[src/rtl/alu_execute_stage.sv]
// Execute stage for a 4-bit ALU. Single-cycle logic/arith ops complete in one cycle;
// MULT (shift-add) and DIV (restoring) iterate for four BUSY cycles before DONE.
module alu_execute_stage (
  input  logic       clk,
  input  logic       reset,
  input  logic       In_Valid,
  output logic       In_Ready,
  input  logic [3:0] A,
  input  logic [3:0] B,
  input  logic       Enable_AND,
  input  logic       Enable_NAND,
  input  logic       Enable_OR,
  input  logic       Enable_NOR,
  input  logic       Enable_XOR,
  input  logic       Enable_XNOR,
  input  logic       Enable_NOT,
  input  logic       Enable_ADD,
  input  logic       Enable_SUB,
  input  logic       Enable_MULT,
  input  logic       Enable_DIV,
  input  logic       Enable_SHIFT,
  output logic       Out_Valid,
  input  logic       Out_Ready,
  output logic [7:0] Result,
  output logic       Carry,
  output logic       Zero,
  output logic       Error
);

  typedef enum logic [1:0] {IDLE, BUSY, DONE} state_t;

  state_t     r_state;
  logic [3:0] r_a;
  logic [3:0] r_b;
  logic       r_isDiv;
  logic [1:0] r_iter;
  logic [7:0] r_prod;
  logic [4:0] r_rem;
  logic [3:0] r_quo;

  logic [11:0] w_en;
  logic        w_oneHot;
  logic        w_iterative;
  logic [4:0]  w_sum;
  logic [7:0]  w_result;
  logic        w_carry;
  logic        w_error;
  logic [7:0]  w_addend;
  logic [7:0]  w_nextProd;
  logic [4:0]  w_shift;
  logic [5:0]  w_diff;
  logic        w_fits;
  logic [4:0]  w_nextRem;
  logic [3:0]  w_nextQuo;
  logic [7:0]  w_iterResult;

  assign w_en = {Enable_SHIFT, Enable_DIV, Enable_MULT, Enable_SUB, Enable_ADD, Enable_NOT,
                 Enable_XNOR, Enable_XOR, Enable_NOR, Enable_OR, Enable_NAND, Enable_AND};
  assign w_oneHot    = (w_en != 12'd0) && ((w_en & (w_en - 12'd1)) == 12'd0);
  assign w_iterative = w_oneHot && (Enable_MULT || (Enable_DIV && (B != 4'd0)));
  assign w_sum       = {1'b0, A} + {1'b0, B};

  assign In_Ready = (r_state == IDLE);

  // Result of every op that finishes at the accept edge, taken straight from the inputs.
  always_comb begin
    w_result = 8'h00;
    w_carry  = 1'b0;
    w_error  = 1'b0;
    if (!w_oneHot) begin
      w_error = 1'b1;
    end else begin
      case (w_en)
        12'h001: w_result = {4'h0, A & B};
        12'h002: w_result = {4'h0, ~(A & B)};
        12'h004: w_result = {4'h0, A | B};
        12'h008: w_result = {4'h0, ~(A | B)};
        12'h010: w_result = {4'h0, A ^ B};
        12'h020: w_result = {4'h0, ~(A ^ B)};
        12'h040: w_result = {4'h0, ~A};
        12'h080: begin
          w_result = {4'h0, w_sum[3:0]};
          w_carry  = w_sum[4];
        end
        12'h100: begin
          w_result = {4'h0, A - B};
          w_carry  = (A < B);
        end
        12'h400: begin
          w_result = 8'hFF;
          w_error  = 1'b1;
        end
        12'h800: w_result = {4'h0, A} << B[1:0];
        default: w_result = 8'h00;
      endcase
    end
  end

  assign w_addend   = r_b[r_iter] ? ({4'h0, r_a} << r_iter) : 8'h00;
  assign w_nextProd = r_prod + w_addend;

  // Remainder stays below the divisor, so its low nibble plus the next dividend bit fits in 5 bits.
  assign w_shift      = {r_rem[3:0], r_quo[3]};
  assign w_diff       = {1'b0, w_shift} - {2'b00, r_b};
  assign w_fits       = ~w_diff[5];
  assign w_nextRem    = w_fits ? w_diff[4:0] : w_shift;
  assign w_nextQuo    = {r_quo[2:0], w_fits};
  assign w_iterResult = r_isDiv ? {w_nextRem[3:0], w_nextQuo} : w_nextProd;

  always_ff @(posedge clk) begin
    if (reset) begin
      r_state   <= IDLE;
      Out_Valid <= 1'b0;
      Result    <= 8'h00;
      Carry     <= 1'b0;
      Zero      <= 1'b0;
      Error     <= 1'b0;
      r_a       <= 4'd0;
      r_b       <= 4'd0;
      r_isDiv   <= 1'b0;
      r_iter    <= 2'd0;
      r_prod    <= 8'h00;
      r_rem     <= 5'd0;
      r_quo     <= 4'd0;
    end else begin
      case (r_state)
        IDLE: begin
          if (In_Valid) begin
            r_a     <= A;
            r_b     <= B;
            r_isDiv <= Enable_DIV;
            r_iter  <= 2'd0;
            r_prod  <= 8'h00;
            r_rem   <= 5'd0;
            r_quo   <= A;
            if (w_iterative) begin
              r_state <= BUSY;
            end else begin
              r_state   <= DONE;
              Out_Valid <= 1'b1;
              Result    <= w_result;
              Carry     <= w_carry;
              Zero      <= (w_result == 8'h00);
              Error     <= w_error;
            end
          end
        end
        BUSY: begin
          r_iter <= r_iter + 2'd1;
          if (r_isDiv) begin
            r_rem <= w_nextRem;
            r_quo <= w_nextQuo;
          end else begin
            r_prod <= w_nextProd;
          end
          if (r_iter == 2'd3) begin
            r_state   <= DONE;
            Out_Valid <= 1'b1;
            Result    <= w_iterResult;
            Carry     <= 1'b0;
            Zero      <= (w_iterResult == 8'h00);
            Error     <= 1'b0;
          end
        end
        DONE: begin
          if (Out_Ready) begin
            r_state   <= IDLE;
            Out_Valid <= 1'b0;
          end
        end
        default: begin
          r_state   <= IDLE;
          Out_Valid <= 1'b0;
        end
      endcase
    end
  end

endmodule

[config.mk]
export PLATFORM = sky130hd
export DESIGN_NAME = alu_execute_stage
export DESIGN_NICKNAME = d
export VERILOG_FILES = /design/src/rtl/alu_execute_stage.sv
export SDC_FILE = /design/constraint.sdc
export NUM_CORES = 1
export LEC_CHECK = 0
export ABC_AREA = 1
export CORE_UTILIZATION = 45
export DETAILED_ROUTE_END_ITERATION = 7
export PLACE_DENSITY = 0.65
export SKIP_CTS_REPAIR_TIMING = 1
export SLEW_MARGIN = 40
export SYNTH_ARGS = -nofsm -noshare
export SYNTH_HDL_FRONTEND = slang
export SYNTH_SLANG_ARGS = --single-unit
[constraint.sdc]
create_clock -name clk -period 2.8 [get_ports clk]
set_input_delay 0.42 -clock clk [delete_from_list [all_inputs] [get_ports clk]]
set_output_delay 0.42 -clock clk [all_outputs]
set_load 0.01 [all_outputs]
After elaboration in Yosys (flattened, before gate mapping)
Index checks and enable logic that the tools add are counted.
{"block": "word_totals", "ram_bits": 0, "register_bits": 41, "input_bits": 24, "memories": 0, "word_cells": 117, "latch_bits": 0, "rom_bits": 0}
{"block": "op_classes", "order_cmp": 2, "bitwise": 9, "n_addsub": 6, "n_shift": 2, "eq_ne": 20, "reduce_logical": 18, "div_mod_pow": 0, "muxes": 47, "multipliers": 0}
{"operator": "8-bit one-hot mux with 11 select lines", "count": 1}
{"operator": "8-bit two-way mux", "count": 8}
{"operator": "8-bit one-hot mux with 2 select lines", "count": 2}
{"operator": "4-bit two-way mux", "count": 5}
{"operator": "8-bit zero test", "count": 2}
{"operator": "1-bit two-way mux", "count": 16}
{"operator": "4-bit inverter", "count": 4}
{"operator": "4-bit one-hot mux with 2 select lines", "count": 2}
{"operator": "4-bit by 2-bit left shift with 8-bit output", "count": 2}
{"operator": "12-bit bitwise AND", "count": 1}
{"operator": "12-bit by 1-bit equality test with 1-bit output, second input constant", "count": 1}
{"operator": "12-bit by 11-bit equality test with 1-bit output, second input constant", "count": 1}
{"operator": "12-bit equality test, second input constant", "count": 1}
{"operator": "12-bit by 2-bit equality test with 1-bit output, second input constant", "count": 1}
{"operator": "12-bit by 3-bit equality test with 1-bit output, second input constant", "count": 1}
{"operator": "12-bit by 4-bit equality test with 1-bit output, second input constant", "count": 1}
{"operator": "12-bit by 5-bit equality test with 1-bit output, second input constant", "count": 1}
{"operator": "12-bit by 6-bit equality test with 1-bit output, second input constant", "count": 1}
{"operator": "12-bit by 7-bit equality test with 1-bit output, second input constant", "count": 1}
{"operator": "12-bit by 8-bit equality test with 1-bit output, second input constant", "count": 1}
{"operator": "12-bit by 9-bit equality test with 1-bit output, second input constant", "count": 1}
{"operator": "12-bit zero test", "count": 1}
{"operator": "2-bit != test, second input constant", "count": 6}
{"operator": "12-bit nonzero test", "count": 1}
{"operator": "other kinds (28)", "count": 42}

Depth between registers and ports, before layout
{"block": "depth", "ltp_word": 9, "depth_mapped": 18, "ltp_nobuf": 18}

Worst setup path after synthesis
No wires, ideal clock.
{"block": "synth_timing", "kind": "register to register", "startpoint": "register r_iter[0]", "endpoint": "register Zero", "path_buffers": 1, "path_stages_with_launch": 17, "arrival_time_ps": 2308, "synth_period_minus_slack_ps": 2417, "required_time_ps": 2691, "setup_slack_ps": 383, "cell_sequence": "dfxtp_1 -> clkbuf_1 -> mux2i_1 -> nor2_1 -> o21ai_0 -> inv_1 -> ha_1 -> a21oi_1 -> or2_2 -> nand3_1 -> nand2_1 -> nand3_1 -> o21ai_0 -> nand4_1 -> nand3_1 -> nand2_1 -> inv_1"}
{"block": "synth_via", "elab_chain_len": 8, "word_cells_on_any_way": 12, "classes_between": "add/sub: 1; eq/ne: 2; shift: 1; mux: 6; reduce/logical: 2"}
{"item": "start: declaration", "line": "36", "rtl": "logic [1:0] r_iter;"}
{"item": "start signal: assignment", "line": "149", "rtl": "r_iter <= r_iter + 2'd1;"}
{"item": "1-bit binary-select mux with 2-bit select", "line": "99", "rtl": "assign w_addend = r_b[r_iter] ? ({4'h0, r_a} << r_iter) : 8'h00;"}
{"item": "1-bit two-way mux (not written as such)", "line": "99"}
{"item": "8-bit two-way mux", "line": "99"}
{"item": "8-bit adder", "line": "100", "rtl": "assign w_nextProd = r_prod + w_addend;"}
{"item": "8-bit two-way mux", "line": "108", "rtl": "assign w_iterResult = r_isDiv ? {w_nextRem[3:0], w_nextQuo} : w_nextProd;"}
{"item": "8-bit zero test", "line": "161", "rtl": "Zero <= (w_iterResult == 8'h00);"}
{"item": "1-bit two-way mux", "line": "156", "rtl": "if (r_iter == 2'd3) begin"}
{"item": "1-bit one-hot mux with 2 select lines", "line": "126", "rtl": "case (r_state)"}
{"item": "end signal: assignment", "line": "143", "rtl": "Zero <= (w_result == 8'h00);"}
{"item": "end signal: assignment", "line": "161"}
{"item": "end: declaration", "line": "26", "rtl": "output logic Zero,"}
Several ways; a longest one is shown, not always the timed one. The select of a mux whose other input is x is not followed.
A chain may end at the register's enable or synchronous reset.

Worst setup path after layout
{"block": "layout_timing", "startpoint": "input B[2]", "endpoint": "register Zero"}
{"block": "layout_via", "elab_chain_len": 8, "word_cells_on_any_way": 20, "classes_between": "add/sub: 2; eq/ne: 1; mux: 5; bitwise: 6; reduce/logical: 6"}
{"item": "start: declaration", "line": "9", "rtl": "input logic [3:0] B,"}
{"item": "parallel branches: the longest is 8 deep, another holds 4-bit subtractor"}
Parallel ways; which one is timed is not known. The select of a mux whose other input is x is not followed.

==> impl_metrics.json <==
{
  "synth-seq-area-share": 0.2148,
  "timing.final.hold_violations": 0,
  "io_pins": 37,
  "arrival_ps": 2780,
  "reg2reg_depth": 14,
  "power-per-cell-area_mw_per_mm2": 462.5,
  "hold_depth": 2,
  "path_class": "primary input to register",
  "worstPathMaxFanout": 5,
  "tightest_slew_ps": 478.6,
  "num_rows": 33,
  "cts_sinks": 41,
  "fin_cells": 785,
  "slew_headroom": 0.6788,
  "rsz0062_at_grt": "false",
  "die_w_um": 94.15,
  "cp-end-kind": "register",
  "drv_cap": 0,
  "cts_buffer_depth": 2,
  "synth.avg_cell_area_um2": 6.104,
  "clock_latency_ps": 290,
  "syn_area_mm2": 0.003821,
  "place_congestion": 0.9516,
  "reg2reg_slack_ps": 290,
  "grt.total_usage": 0.2753,
  "design.core.area_mm2": 0.008217,
  "synth_cell_types": 44,
  "period_minus_slack_ps": 2536,
  "clk_pin_slew_ps": 80,
  "syn2layout_area_growth_pct": 18.37,
  "holdPathEnd": "Result[5]$_SDFFE_PP0P_",
  "path_cells": "clkdlybuf4s50_1, inv_1, ha_1, inv_1, nand3_1, nand2_1, nand2_1, nand2_1, nor2_1, nor2_1, nand2_1, nor2_1, nand2_1, nor2_1, nand2_1, nand3_1, nand2_1, inv_1",
  "critical_path.startpoint_type": "primary input",
  "crit_slowest_cell": "clkdlybuf4s50_1",
  "outcome": "completed",
  "yosys_warnings": 0,
  "hold_path_class": "register to register",
  "grt_max_degree": 24,
  "root_buffer": "clkbuf_8",
  "grt_overflow": 0,
  "slowest_delay_ps": 550,
  "nets": 732,
  "drcViolationCount": 0,
  "fmaxAchievable_ghz": 0.3943,
  "htree_levels": 2,
  "antenna_found_initial": 0,
  "start_util": 0.4651,
  "fin_skew_ps": 5.917,
  "reg2reg_from": "r_iter[0]$_SDFFE_PP0P_",
  "critPathRequiredTime_ps": 3040,
  "drt_first_pass_iters": 4,
  "n_antenna_cell": 0,
  "synth_top_cell_area_share": 0.2148,
  "cts_tree": "built",
  "wl_um": 11490,
  "place_inst": 777,
  "ys_top_cells_by_area": "dfxtp_1 21%, nand2_1 16%, nand3_1 8.6%",
  "ant_nets": 0,
  "crit_top_cell": "nand2_1",
  "postLayoutCoreUtil": 0.5505,
  "cts_buffers": 5,
  "first_iter_violations": 237,
  "finalSetupViolations": 0,
  "cp-startpoint": "B[2]",
  "grt_pass1_wl_um": 19150,
  "die_h_um": 94.15,
  "drive_above_1_share": 0.1015,
  "hold_start": "Result[5]$_SDFFE_PP0P_",
  "synth_cells": 626,
  "syn_nets": 679,
  "portBuffers": 36,
  "leakage_nw": 2.231,
  "drv_slew": 0,
  "grt_pass1_vias": 3913,
  "min_period_over_period": 0.9058,
  "ir_drop_v": 0.0003500,
  "ys_ff_latch": 41,
  "vias": 4174,
  "dieArea_mm2": 0.008864,
  "synth_area_leader_cell": "dfxtp_1",
  "hpwlAfterDp_um": 9216,
  "wire_per_inst_um": 14.64,
  "worstReg2RegEnd": "Zero$_SDFFE_PP0P_",
  "vias_per_cell": 5.317
}
[kinds of logic after synthesis]
family,after synthesis,synth area share
flip-flops,41,0.2148
AO/OA/AOI/OAI,112,0.1677
XOR/XNOR,7,0.01604
multiplexers,2,0.005239
adder cells (fa/ha/maj),29,0.1028
AND/OR/NAND/NOR,341,0.3936
buffers and inverters,94,0.09987
[cell type report]
type / instances / area, um^2
repair buffers: 62 / 555.5
well taps: 105 / 131.4
inverters: 78 / 292.8
clock buffers: 7 / 96.34
flip-flops and latches: 41 / 823.3
clock inverters: 1 / 5.005
fillers: 849 / 3694
multi-input cells: 491 / 2619
[worst max-delay path, delay by kind of cell]
kind / cells / cell delay [ps]
adder cells (fa/ha/maj): 1 / 360
buffers and inverters: 4 / 900
AND/OR/NAND/NOR: 13 / 1110
[sequential cells by signal (all words and copies together) (netlist names), 2 cells and up]
name,cells
r_iter,2
r_a,4
r_quo,4
r_rem,4
Result,8
r_state,2
r_b,4
r_prod,8
[placed cells by master (no fill, tap or decap), drive strengths merged, types with 3 or more instances in the layout]
| master | Yosys | routed |
|---|---|---|
| xor2 | 5 | 5 |
| buf | 7 | 26 |
| nand3b | 5 | 5 |
| clkdlybuf4s50 | 0 | 36 |
| nand4 | 6 | 6 |
| a31oi | 4 | 4 |
| nand3 | 68 | 68 |
| fa | 4 | 4 |
| or2 | 4 | 4 |
| nor3 | 4 | 4 |
| nand2 | 165 | 165 |
| clkbuf | 9 | 7 |
| inv | 76 | 76 |
| clkinv | 2 | 3 |
| a211oi | 3 | 3 |
| o21ai | 48 | 48 |
| nor2 | 87 | 87 |
| a21oi | 48 | 48 |
| ha | 25 | 25 |
| dfxtp | 41 | 41 |
[cells in the mapped netlist (all sizes together)]
| cell type | count |
|---|---|
| a211oi | 3 |
| a21boi | 1 |
| a21oi | 48 |
| a31oi | 4 |
| a41oi | 1 |
| and2 | 1 |
| buf | 7 |
| clkbuf | 9 |
| clkinv | 2 |
| dfxtp | 41 |
| fa | 4 |
| ha | 25 |
| inv | 76 |
| mux2i | 2 |
| nand2 | 165 |
| nand3 | 68 |
| nand3b | 5 |
| nand4 | 6 |
| nor2 | 87 |
| nor3 | 4 |
| nor3b | 1 |
| o211ai | 2 |
| o21ai | 48 |
| o22ai | 1 |
| o311ai | 1 |
| o31ai | 2 |
| o32ai | 1 |
| or2 | 4 |
| xnor2 | 2 |
| xor2 | 5 |
[per-stage QoR]
stage                     cell area [um^2]  hold WS, ps  total power [W]  setup TNS [ps]  setup WS, ps
after floorplan                       3821        445.3         0.001320               0         383.4
after global placement                4419        457.3         0.001646          -4.567        -4.567
after detailed placement              4419        463.3         0.001652          -10.90        -10.90
after CTS                             4521        475.1         0.002090               0         172.2
after global routing                  4523        496.3         0.002246               0         5.508
final                                 4523        473.1         0.002092               0         263.7
[where the power goes]
| part | switching (W) | leakage [nW] | total, W | internal [W] |
|---|---|---|---|---|
| Clock | 0.000213 | 0.0542 | 0.000436 | 0.000223 |
| Sequential | 0.0000665 | 0.337 | 0.000736 | 0.000669 |
| Combinational | 0.000564 | 1.84 | 0.000921 | 0.000357 |
[per-layer routing]
metal / wire [um] / track usage / vias up
met5: 0 / 0 / -
met2: 4919 / 0.4167 / 118
met4: 59 / 0.03590 / 0
met1: 5901 / 0.4208 / 1901
met3: 612 / 0.03236 / 6
li1: - / - / 2149
[worst max path at each step]
| stage | slack [ps] | cells past startpoint | endpoint |
|---|---|---|---|
| final | 260 | 18 | Zero$_SDFFE_PP0P_ |
| after global placement | -5 | 17 | Zero$_SDFFE_PP0P_ |
| after detailed placement | -10 | 18 | Zero$_SDFFE_PP0P_ |
| after CTS | 170 | 15 | Zero$_SDFFE_PP0P_ |
| after global routing | 6 | 15 | Result[5]$_SDFFE_PP0P_ |
| after floorplan | 380 | 16 | Zero$_SDFFE_PP0P_ |
Note: power is estimated with default switching activity, not from simulation.
